**src/rtl/shift_sequencer.sv**
```systemverilog
// Command sequencer that drives an external shift register (load / shift / clear)
// and returns the register contents through a valid/ready response channel.
module shift_sequencer #(
  parameter int WIDTH = 8
) (
  input  logic             clk,
  input  logic             reset,
  input  logic             cmd_valid,
  output logic             cmd_ready,
  input  logic [1:0]       cmd_op,
  input  logic [WIDTH-1:0] cmd_data,
  input  logic [3:0]       cmd_count,
  output logic             rsp_valid,
  input  logic             rsp_ready,
  output logic [WIDTH-1:0] rsp_data,
  output logic             busy,
  output logic             sr_clear,
  output logic             sr_shift_left,
  output logic             sr_shift_right,
  output logic [WIDTH-1:0] sr_parallel_in,
  input  logic [WIDTH-1:0] sr_parallel_out
);

  typedef enum logic [2:0] {
    IDLE,
    LOAD,
    CLEAR,
    SHIFT,
    CAPTURE,
    RESP
  } state_t;

  localparam logic [1:0] OP_LOAD  = 2'b00;
  localparam logic [1:0] OP_LEFT  = 2'b01;
  localparam logic [1:0] OP_RIGHT = 2'b10;
  localparam logic [1:0] OP_CLEAR = 2'b11;

  // Shifting further than the register width always yields zero, so cap there.
  localparam logic [3:0] MAX_COUNT = (WIDTH > 15) ? 4'd15 : 4'(WIDTH);

  state_t           state_reg, state_next;
  logic [1:0]       op_reg;
  logic [WIDTH-1:0] data_reg;
  logic [3:0]       count_reg;
  logic [WIDTH-1:0] rsp_data_reg;
  logic [3:0]       eff_count;

  always_comb begin
    eff_count = 4'd0;
    if (cmd_op == OP_LEFT || cmd_op == OP_RIGHT) begin
      eff_count = (cmd_count > MAX_COUNT) ? MAX_COUNT : cmd_count;
    end
  end

  always_ff @(posedge clk or posedge reset) begin
    if (reset) begin
      state_reg    <= IDLE;
      op_reg       <= OP_LOAD;
      data_reg     <= '0;
      count_reg    <= 4'd0;
      rsp_data_reg <= '0;
    end else begin
      state_reg <= state_next;
      if (state_reg == IDLE && cmd_valid) begin
        op_reg    <= cmd_op;
        data_reg  <= cmd_data;
        count_reg <= eff_count;
      end else if (state_reg == SHIFT) begin
        count_reg <= count_reg - 4'd1;
      end
      // The last shift landed on the preceding edge, so the register output is final here.
      if (state_reg == CAPTURE) begin
        rsp_data_reg <= sr_parallel_out;
      end
    end
  end

  always_comb begin
    state_next     = state_reg;
    cmd_ready      = 1'b0;
    busy           = 1'b1;
    rsp_valid      = 1'b0;
    sr_clear       = 1'b0;
    sr_shift_left  = 1'b0;
    sr_shift_right = 1'b0;
    case (state_reg)
      IDLE: begin
        cmd_ready = 1'b1;
        busy      = 1'b0;
        if (cmd_valid) begin
          state_next = (cmd_op == OP_CLEAR) ? CLEAR : LOAD;
        end
      end
      LOAD: begin
        state_next = (count_reg != 4'd0) ? SHIFT : CAPTURE;
      end
      CLEAR: begin
        sr_clear   = 1'b1;
        state_next = CAPTURE;
      end
      SHIFT: begin
        sr_shift_left  = (op_reg == OP_LEFT);
        sr_shift_right = (op_reg == OP_RIGHT);
        if (count_reg <= 4'd1) begin
          state_next = CAPTURE;
        end
      end
      CAPTURE: begin
        state_next = RESP;
      end
      RESP: begin
        rsp_valid = 1'b1;
        if (rsp_ready) begin
          state_next = IDLE;
        end
      end
      default: begin
        state_next = IDLE;
      end
    endcase
  end

  assign rsp_data       = rsp_data_reg;
  assign sr_parallel_in = data_reg;

endmodule

```
**config.mk**
```make
export PLATFORM = sky130hd
export DESIGN_NAME = shift_sequencer
export DESIGN_NICKNAME = d
export VERILOG_FILES = /design/src/rtl/shift_sequencer.sv
export SDC_FILE = /design/constraint.sdc
export NUM_CORES = 1
export LEC_CHECK = 0
export CORE_ASPECT_RATIO = 0.5
export CORE_MARGIN = 2
export CORE_UTILIZATION = 30
export CTS_BUF_LIST = sky130_fd_sc_hd__clkbuf_2 sky130_fd_sc_hd__clkbuf_4 sky130_fd_sc_hd__clkbuf_8
export CTS_CLUSTER_SIZE = 10
export DETAILED_ROUTE_END_ITERATION = 8
export SLEW_MARGIN = 40
export SYNTH_ARGS = -nofsm -noshare
export SYNTH_HDL_FRONTEND = slang
export SYNTH_SLANG_ARGS = --single-unit
```
**constraint.sdc**
```tcl
create_clock -name clk -period 1.41 [get_ports clk]
set_clock_uncertainty 0.05 [all_clocks]
set_input_delay 0.141 -clock clk [delete_from_list [all_inputs] [get_ports clk]]
set_output_delay 0.141 -clock clk [all_outputs]
set_load 0.01 [all_outputs]
```
==> reports/results.ini <==
[logic_synthesis]
yosys_warnings=0
synth-xor-area-share=0.0141
seq_area_frac_synth=0.505
syn_nets=151
synth_compound_area_frac=0.0929
synth_area_per_cell_um2=10.2
synth-edff-count=0
synth_top_family_by_area=simple AND/OR/NAND/NOR gates
synth_cell_types=33
synthAdderAreaFrac=0.0404
synth-simple-area-share=0.215
syn_inst=121
synth_area_um2=1240
async_reset_ff_frac=1.00
muxShareOfSynthArea=0.0727
synth_ff_type=dfrtp_1
ys_ff_latch=25

[pwr]
ir_drop_uv=819
power-per-cell-area_nw_per_um2=2070
leakagePower_uw=0.00115

[floorplanning]
row_count=16
die_y_um=49.4
io_pins=48
die_area_um2=4690
core-area_um2=3920
start_util=0.316
die_w_um=94.9

[placed_design]
hpwlAfterDp_um=2260
place.gp.congestion=0.855
place_ws_ns=-0.223
io_buffers=47

[route]
viasPerCell=4.77
wl_um=3540
remaining_drc_errors=0
wl_per_cell_um=14.1
ant_nets=0
firstDrtPassIters=4
num_vias=1198
drt_iter0_drc=80

[critical_path]
reg2reg_to=rsp_data[0]
path_max_fanout=3
crit_type=reg -> out
cp_cell_sequence=buf_6, inv_4, or3_4, inv_2, buf_6
r2r_start=state_reg[1]
worst_path_most_repeated_cell=buf_6
arrival_ns=1.33
crit_slowest_cell=dfrtp_1
cp.required_ns=1.22
startpoint_type=flop
end_kind=primary output
r2r_slack_ns=-0.08
worst_path_largest_cell_delay_ns=0.39
rr_worst_depth=5

[grt]
grt_first_pass_wirelength_um=5520
grt_pass1_vias=1158
grt.total_usage=0.148
overflow=0
antenna_found_initial=0
grt_max_degree=26

[sta]
worst_pin_slew_ns=0.331
slew_viol_final=0
worst_slack_ns=-0.113
slew_headroom=0.779
final.min_clock_period_ns=1.52
hold_violations=0
rsz0062_at_grt=true
min_period_over_period=1.08
finalSetupViolations=16
fmax_mhz=656

[final_layout]
drive_above_1_share=0.452
insertedDiodeCount=0
fin_util=0.583
area_growth_syn_to_layout_pct=84.7
nets=228

[outcome]
status=complete, but fails checks
violations=setup timing

[clock_tree]
clk_pin_slew_ns=0.09
cts_buffers=3
htree_levels=1
numClockSinks=25
tritoncts=done
cts-root-buf=clkbuf_8
clk_latency_ns=0.26
cts.path.max_buffers=2

[min_path]
hold_class=in -> async

[flow_run]
drv_cap=0

worst max path at each step:
stage	cells past startpoint	startpoint	to
3_5_place_dp	3	state_reg[2]	sr_shift_right
4_1_cts	5	state_reg[2]	rsp_valid
6_report	5	state_reg[2]	rsp_valid
5_1_grt	5	state_reg[2]	rsp_valid
3_3_place_gp	3	state_reg[1]	rsp_valid
2_1_floorplan	7	state_reg[0]	sr_parallel_in[0]
layer usage:
metal | routed length [um] | track usage | up-vias
li1 | - | - | 569
met1 | 1600 | 0.199 | 601
met2 | 1830 | 0.251 | 28
met3 | 120 | 0.0278 | 0
met4 | 0 | 0.0290 | 0
met5 | 0 | 0 | -
cell families after synthesis:
family	count (synthesis)
buffers and inverters	13
XOR/XNOR	2
multiplexers	8
adder cells (fa/ha/maj)	4
AO/OA/AOI/OAI	17
flip-flops	25
AND/OR/NAND/NOR	52
cells in the mapped netlist (2+ instances only):
cell type / instances / area, um^2
nand2_1: 32 / 120
dfrtp_1: 25 / 626
mux2_2: 8 / 90.1
inv_1: 7 / 26.3
a21oi_1: 4 / 20.0
ha_1: 4 / 50.1
nand3_1: 4 / 20.0
buf_6: 3 / 33.8
nor2_1: 3 / 11.3
o21ai_0: 3 / 15.0
buf_2: 2 / 10.0
nor3_1: 2 / 10.0
nor3b_1: 2 / 15.0
o211ai_1: 2 / 15.0
xnor2_1: 2 / 17.5
metrics by stage:
stage | TNS, ns | cell area, um^2 | std cells | hold WS, ns | total power, uW
after global placement | -1.69 | 1880 | 233 | 0.409 | 3510
final | -1.01 | 2290 | 251 | 0.198 | 4740
after floorplan | 0 | 1240 | 121 | 0.118 | 2420
after detailed placement | -2.54 | 1880 | 233 | 0.412 | 3540
after CTS | -0.886 | 2060 | 247 | 0.208 | 4380
after global routing | -2.26 | 2290 | 251 | 0.218 | 5060
layout by cell type (no fill, tap or decap), types with 2 or more instances in the layout:
master            n
a21oi_1           4
buf_12            2
buf_2             4
buf_4            16
buf_6            13
clkbuf_8          3
clkdlybuf4s50_1  30
dfrtp_1          24
dlymetal6s2s_1   11
ha_1              4
inv_1             6
mux2_4            8
nand2_1          11
nand2_2          18
nand2_4           3
nand3_2           3
nor2_1            2
nor3_2            2
nor3_4            2
nor3b_2           2
o211ai_1          2
o21ai_1           2
xnor2_1           2
critical path, delay by kind of cell, from the launching register on:
family | cells | cell delay, ns
and+or+nand+nor | 1 | 0.38
DFF | 1 | 0.39
buffers and inverters | 4 | 0.30
cell type report:
class / count / area, um^2
fill: 333 / 1640
timing repair buffer: 77 / 790
sequential: 25 / 627
inverter: 8 / 32.5
tap: 54 / 67.6
multi-input combinational: 83 / 726
clock inverter: 1 / 5.00
clock buffer: 3 / 41.3
power breakdown:
| part | internal, uW | switching, uW |
|---|---|---|
| clock | 198 | 230 |
| combinational | 1720 | 1300 |
| sequential | 1070 | 224 |
| total | 2990 | 1760 |
repair_timing:
action,4_1_cts,5_1_grt
hold buffers,0,0
gates resized for setup,46,58
endpoints found under the setup margin,29,37
gates cloned,0,2
setup buffers,10,2
pin swaps,8,28
No activity file was read; power rests on OpenSTA's default activity.
==> patch, RTL diff (same flow settings) <==
Re-encode `state_t` (6 states) as one-hot, 6 bits wide.
--- a/src/rtl/shift_sequencer.sv
+++ b/src/rtl/shift_sequencer.sv
@@ -22,11 +22,11 @@
 );
 
-  typedef enum logic [2:0] {
-    IDLE,
-    LOAD,
-    CLEAR,
-    SHIFT,
-    CAPTURE,
-    RESP
+  typedef enum logic [5:0] {
+    IDLE    = 6'b000001,
+    LOAD    = 6'b000010,
+    CLEAR   = 6'b000100,
+    SHIFT   = 6'b001000,
+    CAPTURE = 6'b010000,
+    RESP    = 6'b100000
   } state_t;
 
Formal check against the unedited RTL: same outputs for any inputs over 10 cycles, from zero or initial values and one cycle with reset high; not proved beyond that.
==> patch against the unedited design <==
  * The run still ends with setup timing left
  * Area after synthesis up 8.7%
  * Setup slack lost 430 ps
  * Wire length increased by 16%
  * Register-to-register slack got worse by 460 ps
  * Via count increased by 2.2%
  * Sequential cell count grew 3
  * Critical path depth up 1
  * Die area up 8.1%
  * Total power is 7.8% higher
  * Design area is 7.9% higher
  * Utilization fell by 1.7 points
  * Critical endpoint is now sr_parallel_in[0]$_DFFE_PP0P_
  * Largest power group unchanged
==> patch: results (changes against the unedited design) <==
{| class="wikitable"
! Metric !! Value
|-
| Outcome || finished with violations
|-
| Failing checks || setup timing
|-
| Clock transition at the registers of the reported paths || 100 ps
|-
| Adder-cell share of the synthesized area || 2.79% (-1.3 points)
|-
| Number of antenna violations at the first check in global routing || 0 (unchanged)
|-
| Sequential-to-total area share from yosys stat || 52.1% (+1.6 points)
|-
| Number of antenna cells inserted || 0 (unchanged)
|-
| Net Count, Synth || 139 (-7.9%)
|-
| Multiplexer share of the synthesized area || 17.0% (+9.7 points)
|-
| Via count of the first global-routing pass || 1225 (+5.8%)
|-
| Top post-synthesis cells by count || dfrtp_1, mux2_2, mux2_1, inv_1
|-
| Post-synthesis xor/xnor area fraction || 1.30% (-0.11 points)
|-
| Wire length reported by the detailed router || 4.13 mm (+16%)
|-
| Routability-driven placement congestion ratio || 0.906 (+6.0%)
|-
| Post-DP HPWL || 2.49 mm (+10%)
|-
| Final net count || 227 (-0.44%)
|-
| Leakage power of the design || 0.00118 uW (+2.7%)
|-
| Source-to-sink clock delay at the later pin of the worst-skew pair || 270 ps
|-
| CTS buffer count || 3 (unchanged)
|-
| Max clock buf depth || 2 (unchanged)
|-
| Worst Setup Slack, final || -542 ps (-428 ps)
|-
| Critical path destination || sr_parallel_in[0]$_DFFE_PP0P_
|-
| Number of cell instances on the worst register-to-register path || 6 (+1)
|-
| Final routed wire length divided by cell count || 16.2 um (+15%)
|-
| Top post-synthesis cells by area || dfrtp_1, mux2_2, mux2_1
|-
| Fraction of the mapped netlist area in compound gates || 8.55% (-0.74 points)
|-
| Worst hold-check path type || in -> async
|-
| Length of the first detailed-routing pass in iterations || 4 (unchanged)
|-
| Worst IR drop on VDD || 0.872 mV (+6.5%)
|-
| Final routed DRC violation total || 0 (unchanged)
|-
| Root Driver || clkbuf_8
|-
| Biggest cell delay along the critical path || 460 ps (+70 ps)
|-
| Data arrival, critical path || 2060 ps (+730 ps)
|-
| Port Buf Inserts || 47 (unchanged)
|-
| Final total negative setup slack || -15360 ps (-14350 ps)
|-
| Internal Power || 3390 uW (+14%)
|-
| Yosys synthesis warning count || 0 (unchanged)
|-
| Initial DRC count || 54 (-33%)
|-
| Asr flop ratio synth || 100% (unchanged)
|-
| Slowest-stage cell, CP || dfrtp_1
|-
| CP Max Fanout || 8 (+5)
|-
| Unique masters post-synth || 36 (+9.1%)
|-
| Proportion of layout cells with a drive suffix above 1 || 47.2% (+2.0 points)
|-
| Remaining antenna violation count after routing || 0 (unchanged)
|-
| Total track usage || 15.8% (+1.0 points)
|-
| Critical path class || reg -> reg
|-
| Post-synth top flop || dfrtp_1
|-
| Rel. slew slack || 77.3% (-0.61 points)
|-
| Final setup violation count || 34 (+18)
|-
| Start of the worst register-to-register path || state_reg[4]$_DFFE_PP0P_
|-
| Number of standard cells after synthesis || 110 (-9.1%)
|-
| Vias per Instance || 4.82 (+0.96%)
|-
| First-pass GRT wire length || 6.14 mm (+11%)
|-
| Pin count of the biggest net entering global routing || 19 (-27%)
|-
| Pre-CTS setup slack || -576 ps (-353 ps)
|-
| H-tree level count || 1 (unchanged)
|}
## patch: cell families after synthesis
kind of cell,count (synthesis)
adders and majority gates,3
buffers and inverters,10
DFF,28
and+or+nand+nor,31
AOI/OAI and AO/OA,16
xor gates and xnor gates,2
muxes,20
## patch: worst max-delay path: cells and delay by family (launching register included)
kind	cells	cell delay, ps
buffers and inverters	3	480
DFF	1	460
muxes	1	300
and+or+nand+nor	2	540
## patch: stage by stage
| step | hold WS, ps | area, sq um |
|---|---|---|
| 3_5_place_dp | 413 | 2030 |
| 4_1_cts | 106 | 2290 |
| 5_1_grt | 109 | 2470 |
| 6_report | 105 | 2470 |
| 3_3_place_gp | 413 | 2030 |
| 2_1_floorplan | 156 | 1360 |
## patch: power by group through the flow
| stage | registers [uW] | clock network, uW | logic (uW) |
|---|---|---|---|
| 6_report | 1470 | 499 | 3140 |
| 2_1_floorplan | 1520 | 0 | 1000 |
| 3_5_place_dp | 1460 | 0 | 2230 |
| 3_3_place_gp | 1430 | 0 | 2190 |
| 4_1_cts | 1450 | 509 | 2850 |
| 5_1_grt | 1510 | 555 | 3350 |
## patch: timing repair
item / 4_1_cts / 5_1_grt
gates resized for setup: 50 / 34
pin swaps: 7 / 6
buffers inserted: 11 / 11
gates cloned: 1 / 1
endpoints found under the setup margin: 34 / 44
## patch: layout make-up
cell class                      instances  area, sq um
Clock buffer                            4         55.1
Fill cell                             346         1890
Inverter                                6         25.0
Multi-Input combinational cell         72          736
Sequential cell                        28          706
Tap cell                               57         71.3
Timing Repair Buffer                   87          877
## patch: per-layer routing
| metal | part of all wire [%] | GRT usage, % |
|---|---|---|
| met1 | 42 | 19.3 |
| met2 | 52 | 29.3 |
| met3 | 4.5 | 3.42 |
| met4 | 1.6 | 3.65 |
| met5 | 0 | 0 |
